===== config.mk =====
export PLATFORM = sky130hd
export DESIGN_NAME = instr_fetch_ctrl
export DESIGN_NICKNAME = d
export VERILOG_FILES = /design/src/rtl/instr_fetch_ctrl.sv
export SDC_FILE = /design/constraint.sdc
export NUM_CORES = 1
export LEC_CHECK = 0
export CORE_AREA = 2 2 157 159
export DETAILED_ROUTE_END_ITERATION = 10
export DIE_AREA = 0 0 159 161
export RECOVER_POWER = 25
export REMOVE_ABC_BUFFERS = 1
export SLEW_MARGIN = 20
export SYNTH_ARGS = -nofsm -noshare
export SYNTH_HDL_FRONTEND = slang
export SYNTH_SLANG_ARGS = --single-unit

===== constraint.sdc =====
create_clock -name clk -period 4.5 [get_ports clk]
set_clock_uncertainty 0.05 [all_clocks]
set_input_delay 0.45 -clock clk [delete_from_list [all_inputs] [get_ports clk]]
set_output_delay 0.45 -clock clk [all_outputs]
set_load 0.05 [all_outputs]

===== src/rtl/instr_fetch_ctrl.sv =====
// IF-stage controller: owns the PC and the IF/ID register, drives the instruction ROM address,
// applies hazard stalls and ID-stage redirects (MIPS delay slot), and halts on bad PCs.
module instr_fetch_ctrl #(
  parameter logic [31:0] PC_RESET = 32'h0000_3000,
  parameter logic [31:0] ROM_BASE = 32'h0000_3000,
  parameter int unsigned ROM_AW   = 10
) (
  input  logic              clk,
  input  logic              reset,
  input  logic              stall_i,
  input  logic              redirect_i,
  input  logic [31:0]       redirect_pc_i,
  output logic [ROM_AW-1:0] rom_addr_o,
  input  logic [31:0]       rom_data_i,
  output logic [31:0]       pc_o,
  output logic [31:0]       if_id_instr_o,
  output logic [31:0]       if_id_pc_o,
  output logic [31:0]       if_id_pc8_o,
  output logic              if_id_valid_o,
  output logic              fetch_err_o,
  output logic [31:0]       fetch_cnt_o
);

  localparam logic [0:0] RUN  = 1'b0;
  localparam logic [0:0] HALT = 1'b1;

  // One past the last ROM byte, kept at 33 bits so the bound never wraps.
  localparam logic [32:0] ROM_END = {1'b0, ROM_BASE} + (33'd4 << ROM_AW);

  logic [0:0]  state_r;
  logic [31:0] pc_r;
  logic [31:0] if_id_instr_r;
  logic [31:0] if_id_pc_r;
  logic [31:0] if_id_pc8_r;
  logic        if_id_valid_r;
  logic        fetch_err_r;
  logic [31:0] fetch_cnt_r;
  logic        bad_pc_s;
  logic [31:0] pc_plus4_s;
  logic [31:0] pc_plus8_s;

  // PC decode: fetch legality and sequential successors.
  always_comb begin
    bad_pc_s   = (pc_r[1:0] != 2'b00) || (pc_r < ROM_BASE) || ({1'b0, pc_r} >= ROM_END);
    pc_plus4_s = pc_r + 32'd4;
    pc_plus8_s = pc_r + 32'd8;
  end

  // ROM base is word aligned, so the word offset is a plain subtraction of word indices.
  assign rom_addr_o = pc_r[ROM_AW+1:2] - ROM_BASE[ROM_AW+1:2];

  // PC, IF/ID register, error flag, fetch counter and RUN/HALT state.
  always_ff @(posedge clk) begin
    if (reset) begin
      state_r       <= RUN;
      pc_r          <= PC_RESET;
      if_id_instr_r <= 32'd0;
      if_id_pc_r    <= PC_RESET;
      if_id_pc8_r   <= PC_RESET + 32'd8;
      if_id_valid_r <= 1'b0;
      fetch_err_r   <= 1'b0;
      fetch_cnt_r   <= 32'd0;
    end else begin
      case (state_r)
        RUN: begin
          if (stall_i) begin
            // Held ID branch re-resolves next cycle, so redirect is dropped here.
            pc_r <= pc_r;
          end else if (!bad_pc_s) begin
            if_id_instr_r <= rom_data_i;
            if_id_pc_r    <= pc_r;
            if_id_pc8_r   <= pc_plus8_s;
            if_id_valid_r <= 1'b1;
            fetch_cnt_r   <= fetch_cnt_r + 32'd1;
            pc_r          <= redirect_i ? redirect_pc_i : pc_plus4_s;
          end else begin
            if_id_instr_r <= 32'd0;
            if_id_pc_r    <= pc_r;
            if_id_pc8_r   <= pc_plus8_s;
            if_id_valid_r <= 1'b0;
            fetch_err_r   <= 1'b1;
            state_r       <= HALT;
          end
        end
        HALT: begin
          if_id_instr_r <= 32'd0;
          if_id_valid_r <= 1'b0;
        end
        default: begin
          // Unreachable encoding: fail safe into HALT with a nop in IF/ID.
          state_r       <= HALT;
          if_id_instr_r <= 32'd0;
          if_id_valid_r <= 1'b0;
          fetch_err_r   <= 1'b1;
        end
      endcase
    end
  end

  assign pc_o          = pc_r;
  assign if_id_instr_o = if_id_instr_r;
  assign if_id_pc_o    = if_id_pc_r;
  assign if_id_pc8_o   = if_id_pc8_r;
  assign if_id_valid_o = if_id_valid_r;
  assign fetch_err_o   = fetch_err_r;
  assign fetch_cnt_o   = fetch_cnt_r;

endmodule

==> metrics.txt <==
Worst Path Required=4.73 ns; CTS tree=built; min-delay src=if_id_pc_o[11]$_SDFFE_PP0P_; fin crit period=2.86 ns; final hold viol count=0; gr ovfl total=0; die width=159 µm; leading area contributor after synthesis=dfxtp_1; PD cells=619 nW/µm²; LEAKAGE=3.46 nW; Via Count=6810; P&R area growth vs syn=42.7%; Synth Register Bits=160; placed cells=1333; GP Congestion=0.804; total CTS buffers=17; type of origin of the critical path=flip-flop; max incr delay on CP=0.56 ns; DIE AREA=25600 µm²; dpl cell area=9530 µm²; Via density=4.99; final cell count without fillers=1364; worst-case clock buffer depth=2; Root Buffer=clkbuf_16; clk_lat worst skew=0.42 ns; die height=161 µm; PortBufs=239; antenna-violating nets left=0; nets=1100; status=finished with violations; Routed WL per cell=17.0 µm; vias in the first global route=6501; # Max-Cap Violations=1; fraction of layout instances using a drive strength above 1=0.0538; Peak VDD IR=0.000341 V; diode count=0; Starting Density=0.297; Worst Setup End Kind=flip-flop; cell count after synthesis=849; CTS HTree Levels=4; register area share after synthesis=0.450; Netlist cell types=62; fin area=10100 µm²; largest net degree at the start of global routing=85; EDFF count, synth=0; # DRC=0; final wirelength=23100 µm; drt pass-1 iters=5; HP Class=reg -> reg; Crit Path Class=reg -> reg; Core Area=24000 µm²; CTS Sinks=160; final setup vio count=0; Synth async-reset ratio=0; Fmax=349 MHz; initial antenna violation count=1; setup bufs post-CTS=0; failing checks=max-capacitance violations, max-slew violations; crit path launch=pc_o[28]$_SDFFE_PP0P_; Largest delay share family, worst path=simple AND/OR/NAND/NOR gates; CP Cell Sequence=nor4_1 -> and4_1 -> and3_2 -> buf_4 -> a41o_1 -> a21oi_1; Top FF cell, synth=dfxtp_1; post-CTS resize count=0; reg2reg start=pc_o[28]$_SDFFE_PP0P_; gr usage total=0.179; RSZ-0062 raised after global routing=false; Mean Syn Cell Area=8.38 µm²; hpwl dp=15700 µm; hold_buf cts=0; Placement Rows=57; Ys Warns=0; Slowest-stage cell, CP=and4_1; top cells by area, synth=dfxtp_1 45%, a21oi_1 6.5%, nand2_1 6.2%; Worst-Margin Slew=1.63 ns; crit path buf inv count=1; Worst-path clk slew=0.07 ns; Final Core Density=0.424; Max Slew Vio Count=85; worst rel slew slack=-0.0848; DRT iter0 DRCs=469; setup_tns=0 ns; top cell type's share of synthesized area=0.450; first-pass GRT wire length=36800 µm; fin crit share=0.636; WP data arrival=3.09 ns; I/O Pins=240; Tot Pwr=0.00629 W; Critical Path Fanout Max=37; Synth Cell Area=7110 µm²
[synthesized netlist by cell type (3+ instances only)]
master     instances
o21ai_0           39
nand4_2            4
inv_1             16
nand4_1           16
nor3_1            13
and4_1             9
or3_1             15
xor2_1            13
and3_1             5
or4_1              5
nor4_1            12
dfxtp_1          160
o31ai_1           10
or4b_1             3
nor2_1            72
nand2b_1           4
a22o_1             9
a311oi_1           3
o41ai_1            4
xnor2_1           22
and2_1             4
o2bb2ai_1          4
a21oi_1           92
a211oi_1           8
clkbuf_1          46
o22ai_1            3
buf_4             20
nand2_1          118
buf_2              8
ha_1               4
nand3_1           24
a22oi_1           35
buf_1              6
o21a_1             4
nor2b_1            3
[worst register-to-register path, stage by stage (launching register included)]
cell and delay [ns]:
dfxtp_1 0.38, nor4_1 0.53, and4_1 0.57, and3_2 0.46
buf_4 0.45, a41o_1 0.24, a21oi_1 0.05
[layer usage]
metal / routed length, µm / share of wire / global-route usage / vias up
li1: - / - / - / 3356
met1: 10800 / 0.47 / 0.238 / 3225
met2: 10600 / 0.46 / 0.288 / 214
met3: 1600 / 0.069 / 0.0557 / 13
met4: 190 / 0.0082 / 0.0405 / 2
met5: 16 / 0.00069 / 0 / -
[state kept, by name (all words and copies together), names as in the netlist]
| register | cells |
|---|---|
| if_id_valid_o | 1 |
| pc_o | 32 |
| fetch_err_o | 1 |
| if_id_instr_o | 32 |
| fetch_cnt_o | 32 |
| if_id_pc8_o | 29 |
| state_r | 1 |
| if_id_pc_o | 32 |
[where the power goes]
part	internal [W]	switching, W
Clock	0.000947	0.000618
Sequential	0.00167	0.000304
Combinational	0.000864	0.00188
Total	0.00348	0.00280
[kinds of logic (layout without fill, tap and decap cells)]
| group | Yosys count | in the layout | share of synthesized area |
|---|---|---|---|
| xor+xnor | 35 | 35 | 0.0431 |
| mux | 1 | 1 | 0.00141 |
| flops | 160 | 160 | 0.450 |
| simple gates | 325 | 325 | 0.236 |
| fa+ha+maj | 4 | 4 | 0.00704 |
| buf+inv | 100 | 291 | 0.0672 |
| compound gates | 224 | 224 | 0.195 |
[layout by cell type (no fill, tap or decap), types with 4 or more instances in the layout]
| master | n |
|---|---|
| or3_1 | 15 |
| nor3_1 | 13 |
| o41ai_1 | 4 |
| nand2_1 | 118 |
| and3_1 | 4 |
| inv_1 | 16 |
| buf_4 | 5 |
| and2_1 | 4 |
| o2bb2ai_1 | 4 |
| xnor2_1 | 22 |
| ha_1 | 4 |
| and4_1 | 9 |
| clkbuf_16 | 17 |
| dlygate4sd3_1 | 42 |
| a22oi_1 | 35 |
| o21ai_0 | 39 |
| nand2b_1 | 4 |
| nand4_2 | 4 |
| nor4_1 | 12 |
| a22o_1 | 9 |
| nand3_1 | 24 |
| nand4_1 | 16 |
| o21a_1 | 4 |
| clkdlybuf4s50_1 | 195 |
| nor2_1 | 72 |
| or4_1 | 5 |
| dfxtp_1 | 160 |
| o31ai_1 | 10 |
| a21oi_1 | 92 |
| xor2_1 | 13 |
| a211oi_1 | 8 |
| bufinv_16 | 4 |
[per-stage QoR]
step / hold WS, ns / setup slack, ns
floorplan: 0.444 / -0.392
global placement: 0.394 / 1.70
detailed placement: 0.397 / 1.65
CTS: 0.406 / 1.64
global route: 0.426 / 1.39
finish: 0.402 / 1.64
[layout make-up]
cell class,count,area [µm²]
clock buffer,19,443
clock inverter,12,185
fill,2476,13800
inverter,16,60.1
multi-input combinational,589,3430
sequential,160,3200
tap,324,405
timing repair buffer,244,2420
[path summary, 6_finish.rpt]
kind | end | slack [ns] | cells past startpoint
max | fetch_cnt_o[31]$_SDFFE_PP0P_ | 1.64 | 6
min reg2reg | if_id_pc_o[11]$_SDFFE_PP0P_ | 0.40 | 2
max reg2reg | fetch_cnt_o[31]$_SDFFE_PP0P_ | 1.64 | 6
min | if_id_pc_o[11]$_SDFFE_PP0P_ | 0.40 | 2
No activity file was read; power rests on OpenSTA's default activity.
